File: config.mk
export PLATFORM = sky130hd
export DESIGN_NAME = fifo_word_packer
export DESIGN_NICKNAME = d
export VERILOG_FILES = /design/src/rtl/fifo_pkg.sv /design/src/rtl/fifo_rd_tracker.sv /design/src/rtl/fifo_word_packer.sv
export SDC_FILE = /design/constraint.sdc
export NUM_CORES = 1
export LEC_CHECK = 0
export CAP_MARGIN = 20
export CORE_UTILIZATION = 33
export DETAILED_ROUTE_END_ITERATION = 8
export GPL_TIMING_DRIVEN = 0
export HOLD_SLACK_MARGIN = 0.08
export PLACE_DENSITY_LB_ADDON = 0.08
export SYNTH_ARGS = -nofsm -noshare
export SYNTH_HDL_FRONTEND = slang
export SYNTH_SLANG_ARGS = --single-unit
File: constraint.sdc
create_clock -name clk -period 2 [get_ports clk]
set_input_delay 0.4 -clock clk [delete_from_list [all_inputs] [get_ports clk]]
set_output_delay 0.4 -clock clk [all_outputs]
set_load 0.02 [all_outputs]
File: src/rtl/fifo_pkg.sv
// Shared definitions for the FIFO read-side byte packer: data width default,
// packer state encoding and the lane keep-mask helper.
package fifo_pkg;

  localparam int DATA_W_DEF = 8;
  localparam int MAX_LANES  = 8;
  localparam int MASK_CNT_W = 4;

  typedef enum logic [1:0] {FILL, DRAIN, OUT} pack_state_t;

  // Thermometer mask with the lowest 'count' lanes set.
  function automatic logic [MAX_LANES-1:0] keep_mask(input logic [MASK_CNT_W-1:0] count);
    logic [MAX_LANES-1:0] mask;
    mask = '0;
    for (int i = 0; i < MAX_LANES; i++) begin
      mask[i] = (MASK_CNT_W'(i) < count);
    end
    return mask;
  endfunction

endpackage

File: src/rtl/fifo_rd_tracker.sv
// Counts FIFO pops issued and bytes captured, and aligns the capture strobe
// with the FIFO read latency so the packer knows which lane to load.
module fifo_rd_tracker #(
  parameter int BYTES_PER_WORD = 4,
  parameter int RD_LATENCY     = 1,
  parameter int CNT_W          = $clog2(BYTES_PER_WORD + 1),
  parameter int LANE_W         = $clog2(BYTES_PER_WORD)
) (
  input  logic              clk,
  input  logic              rst,
  input  logic              rd_en,
  input  logic              clear,
  output logic [CNT_W-1:0]  issued,
  output logic [CNT_W-1:0]  captured,
  output logic              cap_strobe,
  output logic [LANE_W-1:0] cap_lane
);

  generate
    if (RD_LATENCY == 0) begin : g_lat0
      assign cap_strobe = rd_en;
    end else begin : g_lat1
      // Read data shows up one cycle after the pop edge.
      logic pend;
      always_ff @(posedge clk) begin
        if (!rst || clear) pend <= 1'b0;
        else               pend <= rd_en;
      end
      assign cap_strobe = pend;
    end
  endgenerate

  assign cap_lane = captured[LANE_W-1:0];

  always_ff @(posedge clk) begin
    if (!rst || clear) begin
      issued   <= '0;
      captured <= '0;
    end else begin
      if (rd_en)      issued   <= issued + CNT_W'(1);
      if (cap_strobe) captured <= captured + CNT_W'(1);
    end
  end

endmodule

File: src/rtl/fifo_word_packer.sv
// Pops bytes from the 8-bit FIFO and packs them LSB-first into wide words,
// with flush support for emitting a partial word under a keep mask.
module fifo_word_packer
  import fifo_pkg::*;
#(
  parameter int DATA_W         = DATA_W_DEF,
  parameter int BYTES_PER_WORD = 4,
  parameter int RD_LATENCY     = 1
) (
  input  logic                             clk,
  input  logic                             rst,
  input  logic                             fifo_empty,
  input  logic [DATA_W-1:0]                fifo_data_out,
  output logic                             fifo_rd_en,
  input  logic                             flush,
  output logic [DATA_W*BYTES_PER_WORD-1:0] word_out,
  output logic [BYTES_PER_WORD-1:0]        word_keep,
  output logic                             word_valid,
  input  logic                             word_ready,
  output logic                             busy
);

  localparam int CNT_W  = $clog2(BYTES_PER_WORD + 1);
  localparam int LANE_W = $clog2(BYTES_PER_WORD);
  localparam logic [CNT_W-1:0] FULL_CNT = CNT_W'(BYTES_PER_WORD);

  pack_state_t                            state;
  logic                                   flush_pending;
  logic [BYTES_PER_WORD-1:0][DATA_W-1:0]  lanes;
  logic [CNT_W-1:0]                       issued;
  logic [CNT_W-1:0]                       captured;
  logic [CNT_W-1:0]                       cap_next;
  logic                                   cap_strobe;
  logic                                   accept;
  logic [LANE_W-1:0]                      cap_lane;

  assign fifo_rd_en = rst && (state == FILL) && !fifo_empty &&
                      (issued < FULL_CNT) && !flush_pending;
  assign accept     = (state == OUT) && word_valid && word_ready;
  assign cap_next   = captured + CNT_W'(cap_strobe);
  assign busy       = (captured != '0) || (issued != captured) || word_valid;
  assign word_out   = lanes;

  fifo_rd_tracker #(
    .BYTES_PER_WORD (BYTES_PER_WORD),
    .RD_LATENCY     (RD_LATENCY),
    .CNT_W          (CNT_W),
    .LANE_W         (LANE_W)
  ) u_tracker (
    .clk        (clk),
    .rst        (rst),
    .rd_en      (fifo_rd_en),
    .clear      (accept),
    .issued     (issued),
    .captured   (captured),
    .cap_strobe (cap_strobe),
    .cap_lane   (cap_lane)
  );

  // Decisions use cap_next so a byte landing this edge counts toward completion.
  always_ff @(posedge clk) begin
    if (!rst) begin
      state         <= FILL;
      flush_pending <= 1'b0;
      lanes         <= '0;
      word_keep     <= '0;
      word_valid    <= 1'b0;
    end else begin
      if (cap_strobe) lanes[cap_lane] <= fifo_data_out;
      case (state)
        FILL: begin
          if (cap_next == FULL_CNT) begin
            state         <= OUT;
            word_keep     <= '1;
            word_valid    <= 1'b1;
            flush_pending <= 1'b0;
          end else if (flush_pending) begin
            if (issued != cap_next) begin
              state <= DRAIN;
            end else if (cap_next != '0) begin
              state         <= OUT;
              word_keep     <= BYTES_PER_WORD'(keep_mask(MASK_CNT_W'(cap_next)));
              word_valid    <= 1'b1;
              flush_pending <= 1'b0;
            end else begin
              flush_pending <= 1'b0;
            end
          end else if (flush) begin
            flush_pending <= 1'b1;
          end
        end
        DRAIN: begin
          if (issued == cap_next) begin
            flush_pending <= 1'b0;
            if (cap_next != '0) begin
              state      <= OUT;
              word_keep  <= BYTES_PER_WORD'(keep_mask(MASK_CNT_W'(cap_next)));
              word_valid <= 1'b1;
            end else begin
              state <= FILL;
            end
          end
        end
        OUT: begin
          // A flush seen here is held and applied to the following word.
          if (flush) flush_pending <= 1'b1;
          if (word_ready) begin
            state      <= FILL;
            word_valid <= 1'b0;
            word_keep  <= '0;
            lanes      <= '0;
          end
        end
        default: state <= FILL;
      endcase
    end
  end

endmodule

==> flow_metrics.py, run 1 <==
metrics = {
    "worst_setup_path": {
        "max_stage_delay_ns": 0.37,
        "critical_path_arrival_ns": 2.19,
        "cp_top_family": "simple AND/OR/NAND/NOR gates",
        "crit_start": "u_tracker.captured[0]",
        "regToRegSetupSlack_ns": 0.01,
        "start_kind": "flip-flop",
        "r2r-start": "u_tracker.captured[0]",
        "crit_top_cell": "ha_4",
        "critPathKind": "flip-flop to flip-flop",
        "critPathRequiredTime_ns": 2.20,
        "worst-path-buf-inv": 0,
        "crit_path_end_kind": "flip-flop",
        "critical_path.max_fanout": 4,
        "crit_cells": 8,
        "critical_path.cell_chain": "ha_4 > ha_4 > xor2_2 > or2_4 > o21ai_2 > nor4b_4 > nor2_1 > a41o_1",
        "r2r-end": "state[0]",
        "reg2reg_depth": 8,
        "crit_path_end": "state[0]",
        "slowest_stage": "dfxtp_4",
    },
    "logic_synthesis": {
        "yosys.area_share.xor_xnor_pct": 4.09,
        "synthCells": 261,
        "avgSynthCellArea_um2": 8.21,
        "synth_top_family_by_area": "simple AND/OR/NAND/NOR gates",
        "yosysWarnings": 0,
        "yosys_register_bits": 47,
        "synth.distinct_cells": 36,
        "synth_simple_gate_area_share_pct": 24.3,
        "syn_nets": 285,
        "synth_compound_area_share_pct": 15.7,
        "yosysSeqAreaShare_pct": 43.9,
        "synthAdderAreaFrac_pct": 6.42,
        "synthMuxAreaShare_pct": 1.40,
        "netlist_area_mm2": 0.00214,
    },
    "cells_and_area": {
        "design_area_mm2": 0.00303,
        "mostFrequentLayoutCell": "nand2_1",
        "drive_gt1_share_pct": 11.7,
        "fillCellCount": 616,
        "fin_nets": 348,
        "layout_common_cells": "50 x nand2_1, 49 x clkdlybuf4s50_1, 44 x dfxtp_1, 40 x a21oi_1, 36 x nand3_1",
        "seqCellArea_um2": 947,
        "synthToLayoutAreaGrowth_pct": 41.4,
        "diodes": 0,
        "multiInputGateArea_mm2": 0.00124,
    },
    "clock_network": {
        "cts.sinks": 47,
        "root_buffer": "clkbuf_8",
        "cts-htree-levels": 2,
        "path_clk_slew_ns": 0.09,
        "cts_buffers": 5,
        "cts_tree": "yes",
        "clk_path_buf_depth": 2,
        "clock_latency_ns": 0.31,
    },
    "global_route": {
        "grt_pass1_vias": 1692,
        "antenna_found_initial": 0,
        "grt_pass1_wl_mm": 8.42,
        "grt_overflow": 0,
        "grtUsageTotal_pct": 16.6,
        "grt_max_degree": 16,
    },
    "drt": {
        "vias_per_cell": 4.95,
        "drtAntennaViolNets": 0,
        "drtIter0Drc": 63,
        "drcViolationCount": 0,
        "dr_wl_met2_mm": 2.35,
        "met1Wirelength_mm": 2.72,
        "highest_layer": "met4",
        "wl_met3_um": 241,
        "vias": 1980,
        "first_pass_iters": 4,
        "wl_per_cell_um": 13.4,
        "wl_mm": 5.37,
    },
    "timing": {
        "period_share_pct": 99.5,
        "drv_slew": 0,
        "worstMarginPinSlew_ns": 0.470,
        "rsz0062_at_grt": "yes",
        "hold_viol": 0,
        "setup-tns-final_ns": 0,
        "relSlewSlack_pct": 68.6,
        "finalClockSkew_ns": 0.00718,
        "max_freq_ghz": 0.503,
        "period_needed_ns": 1.99,
        "finalSetupViolations": 0,
    },
    "die": {
        "initial_core_util_pct": 35.2,
        "die_y_um": 82.6,
        "rows": 28,
        "die_x_um": 82.6,
        "core_area_mm2": 0.00610,
        "dieArea_mm2": 0.00682,
        "ios": 52,
    },
    "placed_design": {
        "place_area_mm2": 0.00276,
        "hpwlAfterDp_mm": 3.95,
        "gp_congestion": 0.762,
        "port_buffers": 51,
    },
    "worst_hold_path": {
        "hp-class": "flip-flop to flip-flop",
        "hp-start": "word_out[18]",
    },
    "flow_run": {
        "maxCapViolations": 0,
    },
    "power": {
        "p_leak_nw": 1.08,
        "power_density_mw_per_mm2": 1120,
        "irDropWorstVdd_v": 0.000702,
    },
    "status": {
        "run_status": "completed",
    },
}
-- cell type report --
class / instances / area share, %
clock buffer: 6 / 2.73
multi-input combinational: 193 / 40.8
timing repair buffer: 57 / 18.0
tap: 75 / 3.10
inverter: 8 / 0.991
clock inverter: 2 / 1.28
buffer: 12 / 1.82
sequential: 47 / 31.3
-- worst min-delay path by stage --
| stage | to | slack (ns) | cells after the start |
|---|---|---|---|
| 2_1_floorplan | u_tracker.captured[0] | 0.53 | 2 |
| 3_3_place_gp | word_out[22] | 0.44 | 2 |
| 3_5_place_dp | word_out[19] | 0.45 | 2 |
| 4_1_cts | word_out[2] | 0.46 | 2 |
| 5_1_grt | word_out[3] | 0.48 | 2 |
| 6_report | word_out[18] | 0.46 | 2 |
-- metal layers --
layer / vias up / track usage (%)
met5: - / 0
met4: 0 / 5.17
met3: 5 / 3.30
met2: 45 / 25.7
met1: 905 / 23.0
li1: 1025 / -
-- metrics by stage --
step / util, % / power, mW / hold slack [ns] / std cells / setup slack (ns)
floorplan: - / 2.09 / 0.527 / 261 / 0.0326
global placement: 45.3 / 2.50 / 0.444 / 387 / -0.564
detailed placement: 45.3 / 2.50 / 0.450 / 387 / -0.566
CTS: 48.3 / 3.32 / 0.463 / 395 / -0.0280
global route: 49.7 / 3.64 / 0.479 / 400 / -0.107
finish: 49.7 / 3.40 / 0.459 / 400 / 0.0109
-- power breakdown --
part / leakage, nW / internal (mW) / switching [mW]
Sequential: 0.382 / 1.04 / 0.0998
Clock: 0.0618 / 0.412 / 0.344
Combinational: 0.632 / 0.649 / 0.857
Total: 1.08 / 2.10 / 1.30
-- synthesized netlist by cell type, drive strengths merged --
| cell type | n | share of area [%] |
|---|---|---|
| xor2 | 4 | 1.6 |
| inv | 8 | 1.4 |
| a221oi | 1 | 0.41 |
| nand3 | 36 | 8.4 |
| a21boi | 2 | 0.70 |
| o22ai | 2 | 0.58 |
| o221a | 2 | 1.1 |
| a41o | 1 | 0.47 |
| nor4b | 2 | 1.5 |
| a2bb2oi | 1 | 0.41 |
| nand2 | 50 | 8.8 |
| dfxtp | 47 | 44 |
| ha | 11 | 6.4 |
| a22oi | 1 | 0.35 |
| buf | 4 | 0.70 |
| nand3b | 2 | 0.70 |
| xnor2 | 6 | 2.5 |
| nand2b | 2 | 0.58 |
| or2 | 1 | 0.29 |
| nor2b | 1 | 0.29 |
| a21oi | 42 | 10 |
| nor2 | 13 | 2.4 |
| o21ai | 4 | 1.1 |
| mux2i | 3 | 1.4 |
| a32o | 1 | 0.47 |
| nand4b | 1 | 0.41 |
| nor3 | 3 | 0.70 |
| clkbuf | 9 | 2.0 |
| and2 | 1 | 0.29 |
-- flip-flops by register name, indices dropped and copies added, names as in the netlist --
signal,count
word_keep,4
word_valid,1
word_out,32
u_tracker.issued,3
state,2
u_tracker.cap_strobe,1
u_tracker.captured,3
flush_pending,1
-- what timing repair did --
item / CTS / global route
endpoints found under the setup margin: 10 / 10
buffers inserted: 1 / 5
pin swaps: 1 / 7
hold buffers: 0 / 0
gates resized for setup: 21 / 9
-- kinds of logic (layout without fill, tap and decap cells) --
family	count (synthesis)	after routing
flip-flops	47	47
XOR/XNOR	10	10
buffers and inverters	21	85
adder cells (fa/ha/maj)	11	11
AO/OA/AOI/OAI	57	57
multiplexers	3	3
AND/OR/NAND/NOR	112	112
-- worst reg2reg max path: stages, from the launching register on --
cell	delay, ns
dfxtp_4	0.37
ha_4	0.16
ha_4	0.26
xor2_2	0.15
or2_4	0.26
o21ai_2	0.11
nor4b_4	0.29
nor2_1	0.09
a41o_1	0.20
Note: power is estimated with default switching activity, not from simulation.
==> run 2, diff against run 1 <==
--- a/config.mk
+++ b/config.mk
@@ -8,6 +8,7 @@
 export CAP_MARGIN = 20
 export CORE_UTILIZATION = 33
 export DETAILED_ROUTE_END_ITERATION = 8
+export DONT_BUFFER_PORTS = 1
 export GPL_TIMING_DRIVEN = 0
 export HOLD_SLACK_MARGIN = 0.08
 export PLACE_DENSITY_LB_ADDON = 0.08
==> run 2 against run 1 <==
Fmax is 2.2% higher. Worst hold slack worse by 0.22 ns. Sequential power up 6%. Combinational power down 18%. Largest power group unchanged. Cell count shrank 14%. Sequential cell count stayed put. Critical path depth unchanged. First-iteration DRC count grew 51%. Worst setup slack improved by 0.042 ns. Clock power down 19%.
==> flow_metrics.py, run 2 (synthesis gave the netlist of run 1 again) <==
metrics = {
    "status": {
        "run_status": "completed",
    },
    "worst_setup_path": {
        "critical_path_arrival_ns": 2.14,
        "r2r-start": "u_tracker.captured[0]",
        "r2r-end": "state[0]",
        "crit_start": "u_tracker.captured[0]",
        "regToRegSetupSlack_ns": 0.05,
        "crit_path_end": "state[0]",
        "critical_path.max_fanout": 4,
        "critPathRequiredTime_ns": 2.20,
        "start_kind": "flip-flop",
        "reg2reg_depth": 8,
        "critPathKind": "flip-flop to flip-flop",
        "crit_path_end_kind": "flip-flop",
    },
    "drt": {
        "wl_per_cell_um": 15.6,
        "drtIter0Drc": 95,
        "wl_mm": 5.39,
        "drtAntennaViolNets": 0,
        "vias": 1795,
        "vias_per_cell": 5.19,
        "first_pass_iters": 4,
        "drcViolationCount": 0,
    },
    "timing": {
        "max_freq_ghz": 0.514,
        "relSlewSlack_pct": 68.1,
        "drv_slew": 0,
        "finalSetupViolations": 0,
        "period_needed_ns": 1.95,
        "fin_ws_ns": 0.0528,
        "hold_viol": 0,
        "worstMarginPinSlew_ns": 0.478,
        "finalClockSkew_ns": 0.0132,
        "rsz0062_at_grt": "yes",
        "period_share_pct": 97.4,
    },
    "cells_and_area": {
        "drive_gt1_share_pct": 11.8,
        "largest_register_ffs": 32,
        "postLayoutCoreUtil_pct": 40.8,
        "mostFrequentLayoutCell": "nand2_1",
        "fillCellCount": 633,
        "layout_common_cells": "50 x nand2_1, 44 x dfxtp_1, 40 x a21oi_1, 36 x nand3_1, 11 x nor2_1",
        "diodes": 0,
        "fin_nets": 294,
        "synthToLayoutAreaGrowth_pct": 16.1,
    },
    "power": {
        "irDropWorstVdd_v": 0.000564,
        "intPower_mw": 1.82,
        "switching_share_pct": 40.8,
        "combPwrFrac_pct": 40.5,
        "clkPwrFrac_pct": 20.1,
        "p_leak_nw": 0.867,
        "power_frac_seq_pct": 39.5,
        "switchingPower_mw": 1.25,
        "power_density_mw_per_mm2": 1240,
    },
    "clock_network": {
        "cts_tree": "yes",
        "root_buffer": "clkbuf_8",
        "cts.sinks": 47,
        "cts-htree-levels": 2,
        "clk_path_buf_depth": 2,
        "cts_buffers": 5,
        "clock_latency_ns": 0.30,
        "path_clk_slew_ns": 0.10,
    },
    "placed_design": {
        "hpwlAfterDp_mm": 3.93,
        "place_ws_ns": -0.144,
        "gp_congestion": 0.773,
        "port_buffers": 0,
    },
    "flow_run": {
        "maxCapViolations": 0,
    },
    "global_route": {
        "antenna_found_initial": 0,
        "grt_pass1_vias": 1557,
        "grtUsageTotal_pct": 15.9,
        "grt_use_met2_pct": 23.8,
        "grt_max_degree": 15,
        "grt_overflow": 0,
        "grt_pass1_wl_mm": 8.02,
        "busiest_layer": "met2",
        "met1_usage_pct": 21.2,
        "grt_use_met3_pct": 5.38,
    },
    "die": {
        "core_area_mm2": 0.00610,
        "die_x_um": 82.6,
        "die_y_um": 82.6,
        "ios": 52,
        "dieArea_mm2": 0.00682,
        "initial_core_util_pct": 35.2,
        "rows": 28,
    },
    "worst_hold_path": {
        "hp-class": "primary input to flip-flop",
    },
}
-- run 2: changes by cell type in the layout (fill, tap and decap cells not counted), moves of 2 or more --
cell	delta
buf_4	-3
xnor2_2	-2
buf_2	-2
clkdlybuf4s50_1	-49
-- run 2: per-layer routing --
layer | vias up | part of all wire [%]
li1 | 911 | -
met1 | 832 | 47
met2 | 48 | 45
met3 | 4 | 7.5
met4 | 0 | 1.1
met5 | - | 0
-- run 2: how the worst min path moves through the flow --
stage                                startpoint               endpoint  slack (ns)  depth (start not counted)
final                          fifo_data_out[2]           word_out[18]        0.24                          2
after global routing           fifo_data_out[7]           word_out[15]        0.23                          2
after CTS                      fifo_data_out[1]            word_out[9]        0.24                          2
after detailed placement            word_out[2]            word_out[2]        0.55                          2
after global placement              word_out[1]            word_out[1]        0.54                          2
after floorplan           u_tracker.captured[0]  u_tracker.captured[0]        0.53                          2
-- run 2: power groups by stage --
stage / registers [mW] / logic (mW) / clock network [mW]
after CTS: 1.21 / 1.17 / 0.639
final: 1.21 / 1.24 / 0.616
after global placement: 1.23 / 1.11 / 0
after floorplan: 1.19 / 0.898 / 0
after global routing: 1.23 / 1.38 / 0.675
after detailed placement: 1.23 / 1.10 / 0
-- run 2: layout make-up --
type | instances | area (um^2) | area share, %
Timing Repair Buffer | 3 | 22.5 | 0.905
Buffer | 12 | 55.1 | 2.21
Clock inverter | 1 | 8.76 | 0.352
Tap cell | 75 | 93.8 | 3.77
Multi-Input combinational cell | 193 | 1240 | 50.0
Inverter | 8 | 30.0 | 1.21
Clock buffer | 7 | 86.3 | 3.47
Sequential cell | 47 | 947 | 38.1
-- run 2: what timing repair did --
action,CTS,global route
hold buffers,0,0
cloned,0,0
pin swaps,3,6
gates resized for setup,11,11
setup endpoints to repair,13,10
setup buffers,2,1
endpoints found under the hold margin,0,0
-- run 2: worst max-delay path, cell delays in order (launching register included) --
cell	delay, ns
dfxtp_4	0.37
ha_4	0.16
ha_4	0.23
xor2_2	0.15
or2_4	0.27
o21ai_2	0.11
nor4b_4	0.27
nor2_1	0.09
a41o_1	0.21
-- run 2: metrics by stage --
stage                     power, mW  instance area (um^2)  std cells  TNS [ns]  hold WS (ns)
after floorplan                2.09                  2160        261         0         0.527
after global placement         2.34                  2250        336     -1.02         0.545
after detailed placement       2.33                  2250        336     -1.05         0.548
after CTS                      3.02                  2410        345         0         0.238
after global routing           3.28                  2490        346   -0.0332         0.232
final                          3.07                  2490        346         0         0.243
